## config.mk

```make
export PLATFORM = sky130hd
export DESIGN_NAME = spi_reg_responder_flat
export DESIGN_NICKNAME = d
export VERILOG_FILES = /design/src/rtl/spi_reg_responder_if.sv /design/src/rtl/spi_reg_responder.sv /design/src/flat_wrapper.sv
export SDC_FILE = /design/constraint.sdc
export NUM_CORES = 1
export LEC_CHECK = 0
export ABC_AREA = 1
export CORE_UTILIZATION = 35
export CTS_CLUSTER_SIZE = 28
export DETAILED_ROUTE_END_ITERATION = 10
export HOLD_SLACK_MARGIN = 0.1
export SYNTH_ARGS = -nofsm -noshare
export SYNTH_HDL_FRONTEND = slang
export SYNTH_SLANG_ARGS = --single-unit
```

## constraint.sdc

```tcl
create_clock -name clk_clk -period 3.3 [get_ports clk_clk]
set_clock_uncertainty 0.2 [all_clocks]
set_input_delay 0.66 -clock clk_clk [delete_from_list [all_inputs] [get_ports clk_clk]]
set_output_delay 0.66 -clock clk_clk [all_outputs]
set_load 0.01 [all_outputs]
```

## src/rtl/spi_reg_responder_if.sv

```systemverilog
// SPI pin bundle plus the fabric-side write-notification port of the register responder.
`timescale 1ns/1ps
interface spi_reg_responder_if #(
  parameter int ADDR_W = 6
);
  logic              spi_SCLK;
  logic              spi_MOSI;
  logic              spi_SS_n;
  logic              spi_MISO;
  logic              spi_MISO_oe;
  logic              wr_valid;
  logic [ADDR_W-1:0] wr_addr;
  logic [7:0]        wr_data;
  logic              busy;

  // wr_valid is a push-only strobe with no ready: wr_addr/wr_data are valid only in the
  // cycle wr_valid is high, and the fabric must take them in that cycle.
  modport master (
    output spi_SCLK, spi_MOSI, spi_SS_n,
    input  spi_MISO, spi_MISO_oe, wr_valid, wr_addr, wr_data, busy
  );

  modport slave (
    input  spi_SCLK, spi_MOSI, spi_SS_n,
    output spi_MISO, spi_MISO_oe, wr_valid, wr_addr, wr_data, busy
  );
endinterface

```

## src/rtl/spi_reg_responder.sv

```systemverilog
// Mode-0 SPI target with a byte register map: 16-bit instruction (R/W + 15-bit address)
// followed by streaming data bytes, SCLK oversampled in the clk_clk domain.
`timescale 1ns/1ps
module spi_reg_responder #(
  parameter int         ADDR_W      = 6,
  parameter logic [7:0] CHIP_ID     = 8'hC1,
  parameter int         SYNC_STAGES = 2
) (
  input  logic                   clk_clk,
  input  logic                   reset_reset_n,
  spi_reg_responder_if.slave     bus,
  output logic [1:0]             state_dbg
);

  typedef enum logic [1:0] {
    IDLE  = 2'd0,
    INSTR = 2'd1,
    DATA  = 2'd2
  } state_t;

  localparam int DEPTH = 2 ** ADDR_W;

  logic [SYNC_STAGES-1:0] sclk_sync;
  logic [SYNC_STAGES-1:0] mosi_sync;
  logic [SYNC_STAGES-1:0] ss_sync;
  logic                   sclk_q;
  logic                   sclk_s;
  logic                   mosi_s;
  logic                   ss_s;
  logic                   sck_rise;
  logic                   sck_fall;

  state_t            state;
  logic [3:0]        bit_cnt;
  logic [2:0]        byte_cnt;
  logic [14:0]       instr_sr;
  logic              rw;
  logic [14:0]       addr;
  logic [6:0]        rx_sr;
  logic [6:0]        tx_sr;
  logic              miso_q;
  logic              miso_oe_q;
  logic              wr_valid_q;
  logic [ADDR_W-1:0] wr_addr_q;
  logic [7:0]        wr_data_q;
  logic              busy_q;
  logic [7:0]        regfile [DEPTH];

  logic              in_range;
  logic              wr_ok;
  logic [7:0]        rd_byte;
  logic [7:0]        rx_byte;

  // SS_n synchronisers reset to the deselected (high) level.
  always_ff @(posedge clk_clk or negedge reset_reset_n) begin
    if (!reset_reset_n) begin
      sclk_sync <= '0;
      mosi_sync <= '0;
      ss_sync   <= '1;
      sclk_q    <= 1'b0;
    end else begin
      sclk_sync <= {sclk_sync[SYNC_STAGES-2:0], bus.spi_SCLK};
      mosi_sync <= {mosi_sync[SYNC_STAGES-2:0], bus.spi_MOSI};
      ss_sync   <= {ss_sync[SYNC_STAGES-2:0], bus.spi_SS_n};
      sclk_q    <= sclk_sync[SYNC_STAGES-1];
    end
  end

  assign sclk_s   = sclk_sync[SYNC_STAGES-1];
  assign mosi_s   = mosi_sync[SYNC_STAGES-1];
  assign ss_s     = ss_sync[SYNC_STAGES-1];
  assign sck_rise = sclk_s & ~sclk_q;
  assign sck_fall = ~sclk_s & sclk_q;

  // Any address bit at or above ADDR_W set means the access misses the register file.
  assign in_range = ((addr >> ADDR_W) == 15'd0);
  assign wr_ok    = in_range && (addr != 15'd1);
  assign rx_byte  = {rx_sr, mosi_s};

  always_comb begin
    rd_byte = 8'h00;
    if (in_range) begin
      rd_byte = (addr == 15'd1) ? CHIP_ID : regfile[addr[ADDR_W-1:0]];
    end
  end

  always_ff @(posedge clk_clk or negedge reset_reset_n) begin
    if (!reset_reset_n) begin
      state      <= IDLE;
      bit_cnt    <= 4'd0;
      byte_cnt   <= 3'd0;
      instr_sr   <= '0;
      rw         <= 1'b0;
      addr       <= '0;
      rx_sr      <= '0;
      tx_sr      <= '0;
      miso_q     <= 1'b0;
      miso_oe_q  <= 1'b0;
      wr_valid_q <= 1'b0;
      wr_addr_q  <= '0;
      wr_data_q  <= '0;
      busy_q     <= 1'b0;
      for (int i = 0; i < DEPTH; i++) regfile[i] <= 8'h00;
    end else begin
      wr_valid_q <= 1'b0;
      busy_q     <= ~ss_s;
      if (ss_s) begin
        // Deselect abandons any partial instruction or byte; regfile is kept.
        state     <= IDLE;
        bit_cnt   <= 4'd0;
        byte_cnt  <= 3'd0;
        miso_q    <= 1'b0;
        miso_oe_q <= 1'b0;
      end else begin
        case (state)
          IDLE: begin
            state    <= INSTR;
            bit_cnt  <= 4'd0;
            byte_cnt <= 3'd0;
          end
          INSTR: begin
            if (sck_rise) begin
              instr_sr <= {instr_sr[13:0], mosi_s};
              bit_cnt  <= bit_cnt + 4'd1;
              if (bit_cnt == 4'd15) begin
                rw       <= instr_sr[14];
                addr     <= {instr_sr[13:0], mosi_s};
                byte_cnt <= 3'd0;
                state    <= DATA;
              end
            end
          end
          DATA: begin
            if (rw) begin
              if (sck_fall) begin
                byte_cnt <= byte_cnt + 3'd1;
                if (byte_cnt == 3'd0) begin
                  miso_q    <= rd_byte[7];
                  tx_sr     <= rd_byte[6:0];
                  miso_oe_q <= 1'b1;
                  addr      <= addr + 15'd1;
                end else begin
                  miso_q <= tx_sr[6];
                  tx_sr  <= {tx_sr[5:0], 1'b0};
                end
              end
            end else if (sck_rise) begin
              rx_sr    <= {rx_sr[5:0], mosi_s};
              byte_cnt <= byte_cnt + 3'd1;
              if (byte_cnt == 3'd7) begin
                if (wr_ok) begin
                  regfile[addr[ADDR_W-1:0]] <= rx_byte;
                  wr_valid_q <= 1'b1;
                  wr_addr_q  <= addr[ADDR_W-1:0];
                  wr_data_q  <= rx_byte;
                end
                addr <= addr + 15'd1;
              end
            end
          end
          default: state <= IDLE;
        endcase
      end
    end
  end

  assign bus.spi_MISO    = miso_q;
  assign bus.spi_MISO_oe = miso_oe_q;
  assign bus.wr_valid    = wr_valid_q;
  assign bus.wr_addr     = wr_addr_q;
  assign bus.wr_data     = wr_data_q;
  assign bus.busy        = busy_q;
  assign state_dbg       = state;

endmodule

```

## src/flat_wrapper.sv

```systemverilog
// flat-port wrapper written by rule: the top's interface ports become plain ports
module spi_reg_responder_flat 
#(
  parameter int         ADDR_W      = 6,
  parameter logic [7:0] CHIP_ID     = 8'hC1,
  parameter int         SYNC_STAGES = 2
)
  (clk_clk, reset_reset_n, state_dbg, bus_spi_SCLK, bus_spi_MOSI, bus_spi_SS_n, bus_spi_MISO, bus_spi_MISO_oe, bus_wr_valid, bus_wr_addr, bus_wr_data, bus_busy);
  spi_reg_responder_if #(.ADDR_W(ADDR_W)) bus_i ();
  input  logic clk_clk;
  input  logic reset_reset_n;
  output logic [1:0] state_dbg;
  input wire logic [$bits(bus_i.spi_SCLK)-1:0] bus_spi_SCLK;
  input wire logic [$bits(bus_i.spi_MOSI)-1:0] bus_spi_MOSI;
  input wire logic [$bits(bus_i.spi_SS_n)-1:0] bus_spi_SS_n;
  output wire logic [$bits(bus_i.spi_MISO)-1:0] bus_spi_MISO;
  output wire logic [$bits(bus_i.spi_MISO_oe)-1:0] bus_spi_MISO_oe;
  output wire logic [$bits(bus_i.wr_valid)-1:0] bus_wr_valid;
  output wire logic [$bits(bus_i.wr_addr)-1:0] bus_wr_addr;
  output wire logic [$bits(bus_i.wr_data)-1:0] bus_wr_data;
  output wire logic [$bits(bus_i.busy)-1:0] bus_busy;
  assign bus_i.spi_SCLK = bus_spi_SCLK;
  assign bus_i.spi_MOSI = bus_spi_MOSI;
  assign bus_i.spi_SS_n = bus_spi_SS_n;
  assign bus_spi_MISO = bus_i.spi_MISO;
  assign bus_spi_MISO_oe = bus_i.spi_MISO_oe;
  assign bus_wr_valid = bus_i.wr_valid;
  assign bus_wr_addr = bus_i.wr_addr;
  assign bus_wr_data = bus_i.wr_data;
  assign bus_busy = bus_i.busy;
  spi_reg_responder #(.ADDR_W(ADDR_W), .CHIP_ID(CHIP_ID), .SYNC_STAGES(SYNC_STAGES)) u_core (.clk_clk(clk_clk), .reset_reset_n(reset_reset_n), .bus(bus_i), .state_dbg(state_dbg));
endmodule
```

==> reports/summary.txt, run 1 <==
Yosys top cell by area: dfrtp_1
Routability Congestion: 0.8451
violated checks: design-rule violations
Worst setup EP type: flip-flop
Seq/Total Area, Yosys: 51.75%
Post-synth EDFFs: 0
Root Driver: clkbuf_16
# DRC: 6
initial antenna violation count: 2
Final ANT Viol Nets: 0
ys flop type: dfrtp_1
number of global-route vias before repair: 22550
relative slew slack: 44.36%
worst slew pin tran: 0.8316 ns
final setup fails: 0
Synth area leaders: dfrtp_1 (52%), nand2_1 (24%), o21ai_1 (6.5%), o21ai_0 (3.1%), o21ai_2 (2.0%)
synth unique cells: 45
Pwr Density: 589.8 nW/um^2
HP Class: reg -> reg
met3 WL post-DR: 4111 um
number of synthesized register bits: 591
area share of the largest cell type after synthesis: 51.56%
Max VDD drop: 402.7 uV
nets: 3603
Max Cap Violations: 0
clock latency on the worst-skew pair: 0.60 ns
setup repair bufs after CTS: 0
CTS tree: yes
commonest cells in the netlist: nand2_1 (1797), dfrtp_1 (589), o21ai_1 (369)
Min Hold Slack: 0.1556 ns
setup TNS: 0 ns
clock slew at reported path FFs: 0.07 ns
Startpoint Class: flip-flop
FF-to-FF setup slack: 0.22 ns
most common cell in the netlist: nand2_1
Yosys Warn Count: 0
clk buf depth: 3
Die ar.: 82810 um^2
Avg Inst Size Synth: 7.840 um^2
Post-Route WL: 80890 um
Hold Fails Final Rpt: 0
Initial Util: 35.43%
Std-Cell Rows: 104
share of cells above drive strength 1: 9.659%
Req. time, crit path: 3.60 ns
Sink Count: 591
hpwl dp: 50220 um
status: finished, violations left
GRT Total Usage: 20.06%
cells after synthesis: 3646
mapped cell area: 28580 um^2
Initial DRC Count: 2083
total number of vias: 23202
final worst-path cycle share: 93.42%
RSZ-0062 raised after global routing: no
I/O Buffers: 24
Peak Freq: 0.3244 GHz
uppermost layer routed: met4
total CTS buffers: 67
Area growth syn-to-layout: 12.05%
first-pass GRT wire length: 131300 um
Max FO, Critical Path: 18
met2 wire len: 36820 um
syn_nets: 3661
final slew viol count: 0
WL met1: 38120 um
final core utilization: 39.70%
H-tree depth: 3
largest net degree at the start of global routing: 67
I/O pins: 25
antenna cells: 0
WP data arrival: 3.39 ns
first-pass iteration count of the detailed router: 10
routed len/inst: 17.23 um
leakage: 0.01597 uW
Die Width: 287.8 um
Via density: 4.943
Die Y: 287.8 um
GRT overflow: 0
Async S/R FF share, synth: 100.0%
WS Path Type: reg -> reg
fin crit period: 3.083 ns
Core ar.: 80680 um^2
sequential cells by signal, summed over array words and instances (netlist names), 3 cells and up:
name,cells
u_core.rx_sr,7
u_core.addr,15
u_core.byte_cnt,3
u_core.instr_sr,15
u_core.bit_cnt,4
u_core.tx_sr,7
u_core.bus.wr_data,8
u_core.regfile,512
u_core.bus.wr_addr,6
placed cells by master, fill, tap and decap left out, drive strengths merged, types with 2 or more instances in the layout:
cell and count:
or2 6, o211ai 4, nand2 1845, nand3 35, nand3b 2, a21oi 61
buf 83, nand4 10, dfstp 2, a22oi 3, clkdlybuf4s50 23, clkinv 9
dfrtp 589, ha 10, inv 95, bufinv 5, nor2 114, o22ai 3
clkbuf 102, nor3 6, o21ai 610, xor2 7
per-layer routing:
| layer | GRT usage [%] | vias up |
|---|---|---|
| li1 | - | 11436 |
| met1 | 28.38 | 11099 |
| met2 | 31.87 | 562 |
| met3 | 2.956 | 105 |
| met4 | 5.556 | 0 |
| met5 | 0 | - |
critical path, stage by stage, from the launching register on:
cell and delay, ns:
dfrtp_4 0.62, inv_4 0.08, nor2_1 0.64, nand2_1 0.14
inv_2 0.48, nand2_1 0.51, o21ai_0 0.30
per-stage QoR:
stage                     cell area, um^2  power [uW]  instances  setup WS, ns
after global routing                32030       19610       4694       0.05140
after CTS                           32020       19050       4694       0.05683
after detailed placement            29780       11380       4578       0.04876
after global placement              29780       11390       4578       0.07005
final                               32030       18890       4694        0.2172
after floorplan                     28580        9755       3646        0.5752
logic make-up after synthesis:
kind of cell             after synthesis  share of synthesized area [%]
buffers and inverters                330                          5.756
AO/OA/AOI/OAI                        689                          13.06
flip-flops                           591                          51.75
XOR/XNOR                               7                         0.2145
AND/OR/NAND/NOR                     2019                          28.78
adder cells (fa/ha/maj)               10                         0.4377
final cells by class:
cell class                      instances  area, um^2
Multi-Input combinational cell       2725       12150
Tap cell                             1060        1326
Timing Repair Buffer                  107        1146
Clock inverter                         13       193.9
Fill cell                            8284       48650
Clock buffer                          102        2033
Sequential cell                       591       14800
Inverter                               96       372.9
worst paths after layout:
kind                              startpoint             endpoint  cells past startpoint
hold reg to reg            u_core.ss_sync[0]    u_core.ss_sync[1]                      0
setup / recovery              u_core.addr[1]  u_core.regfile[366]                      6
min in group asynchronous      reset_reset_n  u_core.regfile[109]                      2
max in group asynchronous      reset_reset_n  u_core.regfile[417]                      3
setup reg to reg              u_core.addr[1]  u_core.regfile[366]                      6
hold / removal             u_core.ss_sync[0]    u_core.ss_sync[1]                      0
repair_timing:
| action | CTS | global route |
|---|---|---|
| setup endpoints to repair | 0 | 56 |
| resized for setup | 0 | 1 |
| endpoints found under the hold margin | 44 | 0 |
| hold buffers | 1 | 0 |
power by group:
part | switching (uW) | internal, uW | leakage, uW
logic | 2860 | 725 | 0.00667
clock network | 3010 | 4620 | 0.00110
registers | 273 | 7400 | 0.00820
(Power assumes the default switching activity.)
==> run 2: changes to the inputs <==
Settings changed: ABC_AREA 1 to default, CELL_PAD_IN_SITES_DETAIL_PLACEMENT from default to 2, CELL_PAD_IN_SITES_GLOBAL_PLACEMENT from default to 2, GPL_ROUTABILITY_DRIVEN from default to 0, PLACE_DENSITY_LB_ADDON from default to 0.1.
==> run 2 against run 1 <==
  * The flow finishes with violations (negative setup slack)
  * Sequential power is 0.8% lower
  * Final cell count is 28% lower
  * Design area is 8.7% higher
  * Hold slack worse by 0.0069 ns
  * Critical path depth is 1 higher
  * Setup slack worse by 0.22 ns
  * Total power is 11% higher
  * Via count is 19% lower
  * Clock-buffer cell count is 5 higher
  * Wire length is 27% higher
  * Non-clock buffer count is 127 higher
==> reports/summary.txt, run 2 <==
Post-synth EDFFs: 0 (unchanged)
Via density: 5.548 (+12%)
Max Cap Violations: 0 (unchanged)
FF-to-FF setup slack: -0.003 ns (-0.22 ns)
Avg Inst Size Synth: 14.53 um^2 (+85%)
GRT overflow: 0 (unchanged)
ys flop type: dfrtp_1
Worst setup EP type: flip-flop
met3 usage: 2.921% (-0.034 points)
Hold Fails Final Rpt: 0 (unchanged)
# DRC: 0 (-6)
Core ar.: 83690 um^2 (+3.7%)
Multi-input gate area: 14020 um^2 (+15%)
final slew viol count: 0 (unchanged)
largest net degree at the start of global routing: 91 (+36%)
first-pass GRT wire length: 153300 um (+17%)
most frequent cells in the layout: dfrtp_1 (578), mux2_4 (400), mux2_2 (194)
antenna cells: 0 (unchanged)
final setup fails: 1 (+1)
Fillers: 8093 (-2.3%)
Root Driver: clkbuf_16
NetSw: 7245 uW (+18%)
Die ar.: 85750 um^2 (+3.5%)
area share of the largest cell type after synthesis: 49.79% (-1.8 points)
GR Layer Usage met1: 34.52% (+6.1 points)
RSZ-0062 raised after global routing: no
Comb pwr share: 25.0% (+6.0 points)
I/O pins: 25 (unchanged)
I/O Buffers: 24 (unchanged)
total number of vias: 18765 (-19%)
WP data arrival: 3.62 ns (+0.23 ns)
violated checks: negative setup slack
number of synthesized register bits: 591 (unchanged)
clock share of power: 38.5% (-1.9 points)
placed cell count: 3244 (-29%)
worst slew pin tran: 0.9712 ns (+0.1397 ns)
Sink Count: 591 (unchanged)
Die Width: 292.8 um (+1.8%)
initial antenna violation count: 1 (-1)
Max VDD drop: 404.2 uV (+0.36%)
cells after synthesis: 2037 (-44%)
commonest cells in the netlist: dfrtp_1 (589), mux2_4 (400), mux2_2 (194)
clock slew at reported path FFs: 0.06 ns (about the same)
fin crit period: 3.303 ns (+0.2201 ns)
Biggest register: u_core.regfile
Final ANT Viol Nets: 0 (unchanged)
Req. time, crit path: 3.62 ns (+0.02 ns)
setup ws final: -0.002853 ns (-0.2201 ns)
clk buf depth: 3 (unchanged)
Layout Cells excl Fill: 3382 (-28%)
register area: 14810 um^2 (about the same)
Min Hold Slack: 0.1487 ns (-0.006863 ns)
nets: 2206 (-39%)
Initial Util: 35.38% (-0.054 points)
Std-Cell Rows: 106 (+1.9%)
Post-Route WL: 102400 um (+27%)
Initial DRC Count: 932 (-55%)
synth unique cells: 72 (+60%)
Place WS: 0.002933 ns (-0.04583 ns)
number of global-route vias before repair: 21058 (-6.6%)
Synth area leaders: dfrtp_1 (50%), mux2_4 (20%), mux2_2 (7.4%), nor3_4 (3.5%), mux4_2 (3.1%)
Pwr Density: 599.9 nW/um^2 (+1.7%)
Largest register FFs: 512 (unchanged)
met2 usage: 39.10% (+7.2 points)
Yosys top cell by area: dfrtp_1
Reg power frac: 36.5% (-4.1 points)
CTS tree: yes
Sw Ratio: 34.70% (+2.2 points)
Area growth syn-to-layout: 17.56%
Power Internal: 13630 uW (+7.0%)
mapped cell area: 29600 um^2 (+3.6%)
H-tree depth: 3 (unchanged)
Async S/R FF share, synth: 100.0% (unchanged)
Die Y: 292.8 um (+1.8%)
routed len/inst: 30.28 um (+76%)
leakage: 0.01638 uW (+2.6%)
syn_nets: 2052 (-44%)
first-pass iteration count of the detailed router: 5 (-5)
total CTS buffers: 73 (+9.0%)
relative slew slack: 35.25% (-9.1 points)
status: finished, violations left
clock latency on the worst-skew pair: 0.64 ns (+0.04 ns)
final worst-path cycle share: 100.1% (+6.7 points)
GR peak layer: met2
commonest non-fill, non-tap cell in the layout: dfrtp_1
Largest regs: u_core.regfile x512, u_core.addr x15, u_core.instr_sr x15
Yosys Warn Count: 0 (unchanged)
WS Path Type: reg -> reg
Max FO, Critical Path: 16 (-2)
Seq/Total Area, Yosys: 49.96% (-1.8 points)
HP Class: reg -> reg
Peak Freq: 0.3028 GHz (-6.7%)
most common cell in the netlist: dfrtp_1
hpwl dp: 67690 um (+35%)
Startpoint Class: flip-flop
share of cells above drive strength 1: 47.15% (+37 points)
GRT Total Usage: 24.26% (+4.2 points)
## run 2: cell types whose count changed in the layout (fill, tap and decap cells not counted), moves of 123 or more
cell | previous run | this run
mux2_4 | 0 | 400
nand2_1 | 1797 | 79
o21ai_1 | 369 | 0
mux2_2 | 0 | 194
buf_4 | 60 | 183
o21ai_0 | 177 | 38
## run 2: layout make-up
type                    instances  area share (%)
flip-flops and latches        591           42.56
multi-input cells            1279           40.28
clock inverters                25          0.7766
inverters                      12          0.1294
clock buffers                 107           5.993
repair buffers                234           6.177
well taps                    1134           4.077
## run 2: through the flow
stage	area [um^2]	setup TNS [ns]	power, uW	utilization, %
floorplan	29600	0	10170	-
global placement	32370	-0.04487	12920	38.68
detailed placement	32370	0	12950	38.68
CTS	34750	0	21110	41.52
global route	34800	0	21510	41.59
finish	34800	-0.002853	20880	41.59
## run 2: power by group through the flow
stage	sequential, uW	clock (uW)	combinational, uW
final	7610	8040	5230
after global routing	7620	8500	5400
after CTS	7610	8260	5240
after detailed placement	7740	0	5210
after global placement	7730	0	5180
after floorplan	7560	0	2610
## run 2: repair_timing
| action | 4_1_cts | 5_1_grt |
|---|---|---|
| hold buffers | 1 | 0 |
| setup endpoints to repair | 2 | 109 |
| resized for setup | 2 | 1 |
| endpoints found under the hold margin | 29 | 0 |
| setup buffers | 0 | 5 |
| pin swaps | 0 | 1 |
## run 2: final timing paths
check,startpoint,endpoint,cells past startpoint
worst max-delay path,u_core.addr[1],u_core.tx_sr[0],7
worst min-delay path,u_core.mosi_sync[0],u_core.mosi_sync[1],0
worst max register to register,u_core.addr[1],u_core.tx_sr[0],7
worst min register to register,u_core.mosi_sync[0],u_core.mosi_sync[1],0
max in group asynchronous,reset_reset_n,u_core.addr[11],3
min in group asynchronous,reset_reset_n,u_core.regfile[21],2
## run 2: cells by family after synthesis
| logic type | synth area share (%) |
|---|---|
| multiplexers | 32.27 |
| flip-flops | 49.96 |
| AND/OR/NAND/NOR | 7.599 |
| AO/OA/AOI/OAI | 6.864 |
| buffers and inverters | 2.789 |
| adder cells (fa/ha/maj) | 0.4226 |
| XOR/XNOR | 0.08877 |
## run 2: worst max-delay path, stage by stage, from the launching register on
cell and delay (ns):
dfrtp_4 0.64, buf_4 0.33, mux4_2 0.34, mux2i_1 0.52, o22ai_1 0.25, nor4_2 0.37, nand3_1 0.22, o31a_1 0.29
## run 2: per-layer routing
metal	up-vias	wire length, um	share of wire [%]
met5	-	0	0
met4	0	2363	2.3
met3	130	3030	3.0
met2	341	48200	47
met1	10394	48810	48
li1	7900	-	-
